**src/rtl/apb_slave_if_pkg.sv**
```systemverilog
// Shared state type, counter width and parameter-derivation helpers for the APB slave front-end.
// Latency: none (types and elaboration-time functions only).
// Backpressure: none.
package apb_slave_pkg;

   // Wait-state counter width; it holds 0..15 wait cycles.
   localparam int CNT_W = 4;

   typedef enum logic {
      IDLE   = 1'b0,
      ACCESS = 1'b1
   } apb_state_e;

   // Number of low address bits that select a byte within one data word.
   function automatic int calc_align(input int data_w);
      return $clog2(data_w / 8);
   endfunction

   // Register index width; a one-register bank still gets a 1-bit index.
   function automatic int calc_idx_w(input int num_regs);
      return (num_regs > 1) ? $clog2(num_regs) : 1;
   endfunction

endpackage

```
**src/rtl/apb_slave_if_addr_decode.sv**
```systemverilog
// Decodes the latched APB byte address into a register index plus misalign/range/read-only error flags.
// Latency: purely combinational.
// Backpressure: none; it is a pure function of the latched request.
module apb_addr_decode
   import apb_slave_pkg::*;
#(
   parameter int                  ADDR_W   = 12,
   parameter int                  DATA_W   = 32,
   parameter int                  NUM_REGS = 8,
   parameter logic [NUM_REGS-1:0] RO_MASK  = '0
) (
   input  logic [ADDR_W-1:0]                   addr,
   input  logic                                write,
   output logic [calc_idx_w(NUM_REGS)-1:0]     idx,
   output logic                                misalign,
   output logic                                range_err,
   output logic                                ro_err
);

   localparam int          ALIGN = calc_align(DATA_W);
   localparam int          IDX_W = calc_idx_w(NUM_REGS);
   localparam logic [63:0] LIMIT = 64'(NUM_REGS) * 64'(DATA_W / 8);

   assign idx = addr[ALIGN +: IDX_W];

   // Byte-wide buses have no sub-word address bits, so they can never be misaligned.
   generate
      if (ALIGN > 0) begin : g_align
         assign misalign = |addr[ALIGN-1:0];
      end else begin : g_no_align
         assign misalign = 1'b0;
      end
   endgenerate

   assign range_err = (64'(addr) >= LIMIT);

   // Read-only lookup; indices past NUM_REGS-1 never match, and those are range errors anyway.
   always_comb begin
      ro_err = 1'b0;
      for (int i = 0; i < NUM_REGS; i++) begin
         if (write && (idx == IDX_W'(i))) begin
            ro_err = RO_MASK[i];
         end
      end
   end

endmodule

```
**src/rtl/apb_slave_if.sv**
```systemverilog
// APB4 slave front-end: wait states, byte strobes, error response and an indexed register-bank port.
// Latency: setup + (1 + WAIT_CYCLES) access cycles; the bank is written on the edge ending the pready cycle.
// Backpressure: pready is held low for WAIT_CYCLES access cycles; a low penable freezes the wait counter.
module apb_slave_if
   import apb_slave_pkg::*;
#(
   parameter int                  ADDR_W      = 12,
   parameter int                  DATA_W      = 32,
   parameter int                  NUM_REGS    = 8,
   parameter int                  WAIT_CYCLES = 0,
   parameter logic [NUM_REGS-1:0] RO_MASK     = '0
) (
   input  logic                            sys_clk,
   input  logic                            sys_rst_n,
   input  logic                            tim_psel,
   input  logic                            tim_penable,
   input  logic                            tim_pwrite,
   input  logic [ADDR_W-1:0]               tim_paddr,
   input  logic [DATA_W-1:0]               tim_pwdata,
   input  logic [DATA_W/8-1:0]             tim_pstrb,
   output logic [DATA_W-1:0]               tim_prdata,
   output logic                            tim_pready,
   output logic                            tim_pslverr,
   output logic [calc_idx_w(NUM_REGS)-1:0] reg_idx,
   output logic                            reg_wr_en,
   output logic                            reg_rd_en,
   output logic [DATA_W-1:0]               reg_wdata,
   output logic [DATA_W/8-1:0]             reg_wstrb,
   input  logic [DATA_W-1:0]               reg_rdata
);

   localparam int               STRB_W  = DATA_W / 8;
   localparam logic [CNT_W-1:0] WAIT_LD = CNT_W'(WAIT_CYCLES);

   apb_state_e        state;
   apb_state_e        state_nxt;
   logic [CNT_W-1:0]  cnt;
   logic [ADDR_W-1:0] addr_q;
   logic              write_q;
   logic [DATA_W-1:0] wdata_q;
   logic [STRB_W-1:0] strb_q;
   logic              setup;
   logic              pready;
   logic              misalign;
   logic              range_err;
   logic              ro_err;
   logic              err;

   assign setup = tim_psel & ~tim_penable;

   // State register.
   always_ff @(posedge sys_clk or negedge sys_rst_n) begin
      if (!sys_rst_n) begin
         state <= IDLE;
      end else begin
         state <= state_nxt;
      end
   end

   // Next state and pready; completion and abort both return to IDLE so every transfer needs a fresh setup.
   always_comb begin
      state_nxt = state;
      pready    = 1'b0;
      case (state)
         IDLE: begin
            if (setup) begin
               state_nxt = ACCESS;
            end
         end
         ACCESS: begin
            pready = tim_psel & tim_penable & (cnt == '0);
            if (!tim_psel || pready) begin
               state_nxt = IDLE;
            end
         end
         default: begin
            state_nxt = IDLE;
         end
      endcase
   end

   // Capture the request at the setup edge; count wait states down only while penable is high.
   always_ff @(posedge sys_clk or negedge sys_rst_n) begin
      if (!sys_rst_n) begin
         cnt     <= '0;
         addr_q  <= '0;
         write_q <= 1'b0;
         wdata_q <= '0;
         strb_q  <= '0;
      end else if (state == IDLE && setup) begin
         cnt     <= WAIT_LD;
         addr_q  <= tim_paddr;
         write_q <= tim_pwrite;
         wdata_q <= tim_pwdata;
         strb_q  <= tim_pstrb;
      end else if (state == ACCESS && tim_penable && cnt != '0) begin
         cnt <= cnt - 1'b1;
      end
   end

   apb_addr_decode #(
      .ADDR_W   (ADDR_W),
      .DATA_W   (DATA_W),
      .NUM_REGS (NUM_REGS),
      .RO_MASK  (RO_MASK)
   ) u_decode (
      .addr      (addr_q),
      .write     (write_q),
      .idx       (reg_idx),
      .misalign  (misalign),
      .range_err (range_err),
      .ro_err    (ro_err)
   );

   assign err = misalign | range_err | ro_err;

   // Errored transfers still complete on the bus but never reach the register bank.
   assign tim_pready  = pready;
   assign tim_pslverr = pready & err;
   assign reg_wr_en   = pready & write_q & ~err;
   assign reg_rd_en   = pready & ~write_q & ~err;
   assign tim_prdata  = reg_rd_en ? reg_rdata : '0;

   // Bank-side data follows the latches continuously; strobes are meaningless on reads and are zeroed.
   assign reg_wdata = wdata_q;
   assign reg_wstrb = write_q ? strb_q : '0;

endmodule

```
**config.mk**
```make
export PLATFORM = sky130hd
export DESIGN_NAME = apb_slave_if
export DESIGN_NICKNAME = d
export VERILOG_FILES = /design/src/rtl/apb_slave_if_pkg.sv /design/src/rtl/apb_slave_if_addr_decode.sv /design/src/rtl/apb_slave_if.sv
export SDC_FILE = /design/constraint.sdc
export NUM_CORES = 1
export LEC_CHECK = 0
export CAP_MARGIN = 20
export CORE_MARGIN = 5
export CORE_UTILIZATION = 34
export DETAILED_ROUTE_END_ITERATION = 8
export HOLD_SLACK_MARGIN = 0.03
export PLACE_DENSITY = 0.82
export SETUP_SLACK_MARGIN = 0.15
export SYNTH_ARGS = -nofsm -noshare
export SYNTH_HDL_FRONTEND = slang
export SYNTH_SLANG_ARGS = --single-unit
```
**constraint.sdc**
```tcl
create_clock -name sys_clk -period 1.8 [get_ports sys_clk]
set_input_delay 0.18 -clock sys_clk [delete_from_list [all_inputs] [get_ports sys_clk]]
set_output_delay 0.18 -clock sys_clk [all_outputs]
set_load 0.02 [all_outputs]
```
==> results of run 1 <==
-- synth_stat cells --
cell / count
dfrtp_1: 54
mux2_2: 45
and4b_1: 30
buf_4: 8
and2_1: 6
clkbuf_1: 6
a21oi_1: 5
inv_1: 4
mux2_1: 4
buf_6: 3
nand2_1: 3
nor4_1: 3
a311oi_1: 2
and4b_2: 2
ha_1: 2
nand3_1: 2
nor3_1: 2
a211o_1: 1
a21boi_0: 1
buf_8: 1
mux2i_1: 1
nand2b_1: 1
nand3_4: 1
nor2_1: 1
nor2_2: 1
nor2_8: 1
o21ai_0: 1
or2_2: 1
or3b_1: 1
-- state kept, by name, indices dropped and copies added (netlist names) --
signal     flops
reg_wdata     32
state          1
cnt            4
strb_q         4
write_q        1
addr_q        12
-- final cells by class --
type	instances	area, µm²
Clock buffer	7	86.33
Clock inverter	1	5.005
Fill cell	561	2665
Inverter	4	15.01
Multi-Input combinational cell	120	1328
Sequential cell	54	1351
Tap cell	102	127.6
Timing Repair Buffer	198	2029
-- what timing repair did --
action	CTS	global route
pin swaps	18	18
buffers inserted	13	6
hold endpoints to repair	20	0
gates resized for setup	234	17
hold buffers	1	0
endpoints found under the setup margin	42	40
gates cloned	4	0
-- metal layers --
layer | global-route usage | wire [µm]
met1 | 0.1793 | 3238
met2 | 0.2979 | 4224
met3 | 0.06571 | 802
met4 | 0.03195 | 110
met5 | 0 | 0
-- through the flow --
stage               std cells  hold slack, ns
floorplan                 193         -0.1156
global placement          454          0.1719
detailed placement        454          0.1767
CTS                       480          0.3852
global route              486          0.4172
finish                    486          0.3818
-- worst max-delay path, cell delays in order (launching register included) --
cell     delay, ns
dfrtp_1       0.40
inv_2         0.10
ha_4          0.14
or3b_4        0.42
nor2_4        0.15
buf_6         0.13
buf_16        0.11
and4b_2       0.23
buf_6         0.12
-- power by group through the flow --
stage | clock (W) | combinational [W] | sequential (W)
2_1_floorplan | 0 | 0.000323 | 0.00168
3_3_place_gp | 0 | 0.00108 | 0.00152
3_5_place_dp | 0 | 0.00109 | 0.00153
4_1_cts | 0.000714 | 0.00111 | 0.00151
5_1_grt | 0.000762 | 0.00117 | 0.00153
6_report | 0.000665 | 0.00110 | 0.00150
-- cell families after synthesis --
kind of cell,after synthesis
fa+ha+maj,2
flops,54
compound gates,10
buf+inv,22
mux,50
simple gates,55
-- worst min path at each step --
| stage | slack (ns) | end | startpoint |
|---|---|---|---|
| after floorplan | -0.12 | addr_q[0] | sys_rst_n |
| after global placement | 0.17 | reg_wdata[15] | sys_rst_n |
| after detailed placement | 0.18 | reg_wdata[16] | sys_rst_n |
| after CTS | 0.39 | reg_wdata[16] | sys_rst_n |
| after global routing | 0.42 | reg_wdata[16] | sys_rst_n |
| final | 0.38 | reg_wdata[16] | sys_rst_n |
==> results.toml, run 1 <==
[setup_path]
crit_path_max_fanout = 8
endpoint = "tim_prdata[26]"
cp_data_arrival_time_ns = 2.07
criticalPathCategory = "register to output port"
cp-end-kind = "output port"
timing.rr.start = "cnt[1]"
crit_start = "cnt[1]"
r2r_cells = 13
reg2reg_to = "cnt[2]"
rrSetupSlack_ns = -0.16
worstSetupStartpointType = "register"
required_ns = 1.62

[clock_network]
ctsLongestPathBuffers = 2
insertion_delay_ns = 0.29
path_clk_slew_ns = 0.09
numCtsBuffers = 5
clockRootBuffer = "clkbuf_8"
htree_num_levels = 2
cts.sinks = 54
cts_tree = "done"

[detailed_routing]
vias_per_cell = 4.835
routed_wl_mm = 8.376
route.detailed.drc = 0
antenna_left = 0
drtIter0Drc = 28
wl_per_cell_um = 17.23
drt_pre_antenna_iters = 4
num_vias = 2350

[global_routing]
antenna_found_initial = 0
overflow = 0
grt_first_pass_wirelength_mm = 12.78
grt_max_degree = 36
grtUsageTotal = 0.1634
grt_pass1_vias = 2478

[sta]
fin_skew_ns = 0.003798
rsz0062_at_grt = "yes"
setup_slack_ns = -0.4546
drv_slew = 0
finalSetupViolations = 37
tightest_slew_ns = 0.4905
finalCritPeriodShare = 1.253
finalSetupTns_ns = -14.79
fmax_mhz = 443.5
fin_crit_ns = 2.255
hold_viol = 0
relSlewSlack = 0.6730

[pwr]
p_seq_frac = 0.460
power_frac_comb = 0.337
leakage_nw = 2.118
p_sw_frac = 0.2819
pwr-share-clk = 0.203
irDropWorstVdd_v = 0.0005055
p_int_w = 0.002348
power_w = 0.003270
p_switching_w = 0.0009218
power_density_nw_per_um2 = 661.7

[logic_synthesis]
syn-num-nets = 280
syn_area_um2 = 2628
synth_seq_cells = 54
synthAdderAreaFrac = 0.009524
synth-xor-area-share = 0
synth_top_cell_by_area = "dfrtp_1"
yosys-top-cells-area = "dfrtp_1, mux2_2, and4b_1, buf_4, mux2_1"
synth_top_family_by_area = "multiplexers"
synth_warnings = 0
ys_seq_area_frac = 0.5143
syn_area_per_cell_um2 = 13.61
yosys.area_share.simple = 0.1824
synthCells = 193
synth_compound_area_frac = 0.02429
synth.top_cell.area_share = 0.5143
synth.distinct_cells = 29
synth_mux_area_frac = 0.2138

[place]
dp_hpwl_mm = 5.656
placed_area_um2 = 4439
gp_congestion = 0.8222
io_buffers = 159
pre_cts_ws_ns = -0.6433

[cells_and_area]
area_delta_synth_final_pct = 88.10
fin_area_um2 = 4942
drive_gt1_frac = 0.4766
antenna_cells = 0
fin_util = 0.6497
nets = 470
final_cell_mix = "clkdlybuf4s50_1, dfrtp_1, mux2_2, buf_6, and4b_2"
layout_commonest_cell = "clkdlybuf4s50_1"

[floorplanning]
start_util = 0.3454
core-area_um2 = 7607
io_pins = 160
dieHeight_um = 97.91
rows = 32
die_w_um = 97.91
die-area_um2 = 9586

[run_status]
outcome = "finished, violations left"
violations = "setup timing"

[flow_run]
drv_cap = 0

[worst_hold_path]
hold_class = "input port to asynchronous set/reset pin"
Power figures use the tool's default switching activity.
==> run 2: changes to the inputs <==
--- a/config.mk
+++ b/config.mk
@@ -10,6 +10,7 @@
 export CORE_UTILIZATION = 34
 export DETAILED_ROUTE_END_ITERATION = 8
 export HOLD_SLACK_MARGIN = 0.03
+export MAX_ROUTING_LAYER = met4
 export PLACE_DENSITY = 0.82
 export SETUP_SLACK_MARGIN = 0.15
 export SYNTH_ARGS = -nofsm -noshare
==> run 2 against run 1 <==
- the run still ends with setup timing left
- total power up 0.11%
- utilization stayed put
- via count rose by 0.26%
- largest power group unchanged
==> results.toml, run 2 (synthesized netlist as in run 1, its figures left out) <==
[setup_path]
cp-end-kind = "output port"
cp_slowest_cell = "or3b_4"
rrSetupSlack_ns = -0.16
cp_slowest_stage_delay_ns = 0.42
criticalPathCategory = "register to output port"
crit_path_max_fanout = 8
cp_data_arrival_time_ns = 2.08
required_ns = 1.62
crit_top_cell = "buf_6"
crit_chain = "inv_2 > ha_4 > or3b_4 > nor2_4 > buf_6 > buf_16 > and4b_2 > buf_6"
worstSetupStartpointType = "register"

[detailed_routing]
wl_per_cell_um = 17.20
num_vias = 2356
route.detailed.drc = 0
antenna_left = 0
drtIter0Drc = 21
routed_wl_mm = 8.358
vias_per_cell = 4.848
drt_pre_antenna_iters = 6

[floorplanning]
rows = 32
core-area_um2 = 7607
dieHeight_um = 97.91
io_pins = 160
start_util = 0.3454
die-area_um2 = 9586
die_w_um = 97.91

[cells_and_area]
final_cell_mix = "clkdlybuf4s50_1, dfrtp_1, mux2_2, buf_6, and4b_2"
layout_commonest_cell = "clkdlybuf4s50_1"
area_delta_synth_final_pct = 88.10
drive_gt1_frac = 0.4766
fin_area_um2 = 4942
largest_reg_flops = 32
multi_input_area_um2 = 1328
fin_cells = 486
antenna_cells = 0
register_area_um2 = 1351
nFillCells = 561
nets = 470

[sta]
fmax_mhz = 441.8
finalSetupTns_ns = -15.13
whs_ns = 0.3810
finalCritPeriodShare = 1.257
tightest_slew_ns = 0.4876
setup_slack_ns = -0.4633
fin_crit_ns = 2.263
finalSetupViolations = 37
drv_slew = 0
fin_skew_ns = 0.002913
relSlewSlack = 0.6749
rsz0062_at_grt = "yes"
hold_viol = 0

[global_routing]
grtUsageTotal = 0.1679
overflow = 0
antenna_found_initial = 0
grt_max_degree = 36
grt_first_pass_wirelength_mm = 12.70
grt_pass1_vias = 2489

[pwr]
power_w = 0.003274
irDropWorstVdd_v = 0.0005080
leakage_nw = 2.118
power_density_nw_per_um2 = 662.4

[clock_network]
cts.sinks = 54
path_clk_slew_ns = 0.09
numCtsBuffers = 5
insertion_delay_ns = 0.29
htree_num_levels = 2
ctsLongestPathBuffers = 2
clockRootBuffer = "clkbuf_8"
cts_tree = "done"

[place]
place_inst = 454
dp_hpwl_mm = 5.656
placed_area_um2 = 4439
io_buffers = 159
gp_congestion = 0.8345

[worst_hold_path]
hold_class = "input port to asynchronous set/reset pin"

[run_status]
outcome = "finished, violations left"
violations = "setup timing"

[flow_run]
drv_cap = 0
==> run 2: layout make-up <==
class,instances,share of cell area
repair buffers,198,0.4106
inverters,4,0.003038
flip-flops and latches,54,0.2734
clock buffers,7,0.01747
multi-input cells,120,0.2686
clock inverters,1,0.001013
well taps,102,0.02582
==> run 2: worst paths after layout <==
kind / start / end / cells after the start
min in group sys_clk: tim_paddr[2] / addr_q[2] / 2
worst max-delay path: cnt[1] / tim_prdata[26] / 8
worst min register to register: strb_q[3] / strb_q[3] / 1
worst min-delay path: sys_rst_n / reg_wdata[16] / 2
max in group asynchronous: sys_rst_n / reg_wdata[31] / 3
worst max register to register: cnt[1] / cnt[2] / 13
==> run 2: routing by layer <==
layer | track usage | routed length, µm | up-vias
met2 | 0.2990 | 4223 | 124
met1 | 0.1842 | 3298 | 1127
met3 | 0.05429 | 725 | 11
met4 | 0.03195 | 110 | 0
met5 | - | 0 | -
li1 | - | - | 1094
==> run 2: what timing repair did <==
| item | 4_1_cts | 5_1_grt |
|---|---|---|
| gates resized for setup | 234 | 17 |
| cloned | 4 | 0 |
| hold buffers | 1 | 0 |
| hold endpoints to repair | 20 | 0 |
| pin swaps | 18 | 18 |
| buffers inserted | 13 | 6 |
| setup endpoints to repair | 42 | 40 |
==> run 2: power breakdown <==
group	switching [W]	internal [W]
combinational	0.000473	0.000629
sequential	0.0000957	0.00141
clock	0.000356	0.000311
total	0.000925	0.00235
==> run 2: worst max-delay path, delay by kind of cell (launching register included) <==
family,cells,cell delay (ns)
adders and majority gates,1,0.14
buffers and inverters,4,0.46
DFF,1,0.40
and+or+nand+nor,3,0.80
==> run 2: stage by stage <==
stage / util / setup WS (ns)
global placement: 0.5836 / -0.5894
global route: 0.6497 / -0.5264
CTS: 0.6357 / -0.4072
detailed placement: 0.5836 / -0.6433
finish: 0.6497 / -0.4633
floorplan: - / -0.06093
==> run 3: changes to the inputs <==
--- a/config.mk
+++ b/config.mk
@@ -5,6 +5,7 @@
 export SDC_FILE = /design/constraint.sdc
 export NUM_CORES = 1
 export LEC_CHECK = 0
+export ABC_AREA = 1
 export CAP_MARGIN = 20
 export CORE_MARGIN = 5
 export CORE_UTILIZATION = 34
==> run 3 against run 2 <==
- the flow still finishes with violations (setup timing)
- area after synthesis is 2.0% higher
- largest power group unchanged
- first-iteration DRC count rose to 4.7 times the previous value
- via count grew 18%
- die area is 1.8% higher
- routed wire length grew 1.6%
- total power decreased by 0.65%
- setup slack improved by 0.30 ns
- clock skew rose by 0.0018 ns
- synthesized cell count grew 76%
- cell area shrank 2.5%
==> results.toml, run 3 <==
[run_status]
outcome = "finished, violations left"
violations = "setup timing"

[sta]
hold_viol = 0
finalSetupViolations = 33
rsz0062_at_grt = "yes"
finalCritPeriodShare = 1.093
setup_slack_ns = -0.1672
fmax_mhz = 508.3
fin_crit_ns = 1.967
drv_slew = 0
fin_skew_ns = 0.004679
finalSetupTns_ns = -3.357
tightest_slew_ns = 0.3797
relSlewSlack = 0.7466

[cells_and_area]
register_area_um2 = 1351
largest_reg_flops = 32
fin_cells = 617
nets = 601
final_cell_mix = "clkdlybuf4s50_1, nand2_1, nand3_1, dfrtp_1, inv_1"
multi_input_area_um2 = 1154
area_delta_synth_final_pct = 79.79
antenna_cells = 0
layout_commonest_cell = "clkdlybuf4s50_1"
drive_gt1_frac = 0.2291
nFillCells = 659

[setup_path]
cp_data_arrival_time_ns = 1.79
crit_path_max_fanout = 8
cp_slowest_stage_delay_ns = 0.40
cp_slowest_cell = "dfrtp_1"
crit_chain = "inv_2 > ha_4 > nand2_4 > nor2_4 > nand3_4 > buf_12 > buf_16 > nor2_4 > buf_6"
cp-end-kind = "output port"
required_ns = 1.62
crit_top_cell = "nor2_4"
worstSetupStartpointType = "register"
criticalPathCategory = "register to output port"
cp.buffers_inverters = 4
cp_top_family = "buffers and inverters"

[worst_hold_path]
hold_class = "input port to asynchronous set/reset pin"

[clock_network]
insertion_delay_ns = 0.30
ctsLongestPathBuffers = 2
htree_num_levels = 2
clockRootBuffer = "clkbuf_8"
cts_tree = "done"
numCtsBuffers = 5
path_clk_slew_ns = 0.10
cts.sinks = 54

[logic_synthesis]
synth_top_cell_by_area = "dfrtp_1"
syn-num-nets = 427
synth.top_cell.area_share = 0.5042
synth_edf_count = 0
syn_area_per_cell_um2 = 7.883
syn_area_um2 = 2680
ys_seq_area_frac = 0.5042
async_flop_share = 1.000
synth_seq_cells = 54
synth.distinct_cells = 21
synthCells = 340
yosys-top-cells-area = "dfrtp_1, nand2_1, nand3_1, nor2_2, inv_1"
ys.flop_type = "dfrtp_1"
synth_warnings = 0
ys_top_cells_by_count = "nand2_1, nand3_1, dfrtp_1"
synth_most_common_cell = "nand2_1"

[global_routing]
busiest_layer = "met2"
grt_first_pass_wirelength_mm = 13.41
grtUsageTotal = 0.1728
grt_max_degree = 45
met1_usage = 0.2031
grtUsageMet3 = 0.03326
antenna_found_initial = 0
grt_pass1_vias = 2775
use_met2 = 0.3032
overflow = 0

[floorplanning]
start_util = 0.3486
core-area_um2 = 7687
io_pins = 160
die_w_um = 98.79
dieHeight_um = 98.79
die-area_um2 = 9758
rows = 32

[pwr]
power_density_nw_per_um2 = 675.0
leakage_nw = 2.428
irDropWorstVdd_v = 0.0003685

[place]
place_inst = 601
io_buffers = 159
gp_congestion = 0.8109
dp_hpwl_mm = 6.206

[detailed_routing]
route.detailed.drc = 0
num_vias = 2774
routed_wl_mm = 8.490
drt_pre_antenna_iters = 4
wl_per_cell_um = 13.76
drtIter0Drc = 98
antenna_left = 0
vias_per_cell = 4.496

[flow_run]
drv_cap = 0
## run 3: changes by cell type after synthesis, sizes merged, moves of 3 or more
cell / delta
buf: +5
nand3: +53
nor4: -3
mux2: -49
nor2: +43
and2: -6
inv: +39
and4b: -32
nand2: +105
## run 3: worst register-to-register path, cell delays in order, from the launching register on
cell     delay, ns
dfrtp_1       0.40
buf_4         0.15
inv_1         0.29
nand2_2       0.13
buf_4         0.24
nor2_1        0.14
a21oi_1       0.06
## run 3: layout make-up
cell class                 count  share of cell area
timing repair buffer         189              0.3968
sequential                    54              0.2804
multi-input combinational    221              0.2394
inverter                      43             0.03350
tap                          102             0.02649
clock buffer                   5             0.01428
clock inverter                 3            0.009089
## run 3: per-stage QoR
| step | total power [W] | hold slack, ns | cell area, µm² | util | worst slack [ns] |
|---|---|---|---|---|---|
| finish | 0.003252 | 0.2724 | 4818 | 0.6268 | -0.1672 |
| global route | 0.003450 | 0.3071 | 4818 | 0.6268 | -0.2629 |
| CTS | 0.003294 | 0.2571 | 4656 | 0.6056 | -0.1624 |
| detailed placement | 0.002473 | 0.06908 | 4476 | 0.5822 | -0.4406 |
| global placement | 0.002451 | 0.06857 | 4476 | 0.5822 | -0.3677 |
| floorplan | 0.001904 | -0.1156 | 2680 | - | 0.1900 |
## run 3: final timing paths
check / cells past startpoint / start / slack (ns) / to
setup / recovery: 9 / cnt[1] / -0.17 / tim_prdata[14]
hold / removal: 2 / sys_rst_n / 0.27 / reg_wdata[24]
max in group asynchronous: 3 / sys_rst_n / 1.01 / addr_q[11]
min in group sys_clk: 3 / tim_pwdata[27] / 0.42 / reg_wdata[27]
setup reg to reg: 6 / state / 0.29 / write_q
hold reg to reg: 2 / strb_q[0] / 0.48 / strb_q[0]
## run 3: repair_timing
item                       4_1_cts  5_1_grt
setup buffers                    2        3
gates resized for setup        205       36
hold endpoints to repair        10        0
pin swaps                        0        3
setup endpoints to repair       40       37
cloned                           2        0
hold buffers                     1        0
## run 3: cells by family (layout without fill, tap and decap cells)
logic type / Yosys count / after routing / share of synthesized area
xor gates and xnor gates: 1 / 1 / 0.003269
adders and majority gates: 2 / 2 / 0.009336
buffers and inverters: 65 / 240 / 0.1083
and+or+nand+nor: 212 / 212 / 0.3623
DFF: 54 / 54 / 0.5042
AOI/OAI and AO/OA: 6 / 6 / 0.01260
## run 3: per-layer routing
metal | vias to the layer above | part of all wire | wire (µm)
li1 | 1376 | - | -
met1 | 1276 | 0.40 | 3413
met2 | 105 | 0.52 | 4448
met3 | 17 | 0.058 | 490
met4 | 0 | 0.016 | 138
met5 | - | 0 | 0
## run 3: report_power, final
| part | internal [W] | switching [W] |
|---|---|---|
| clock network | 0.000417 | 0.000396 |
| registers | 0.00138 | 0.0000895 |
| logic | 0.000494 | 0.000476 |
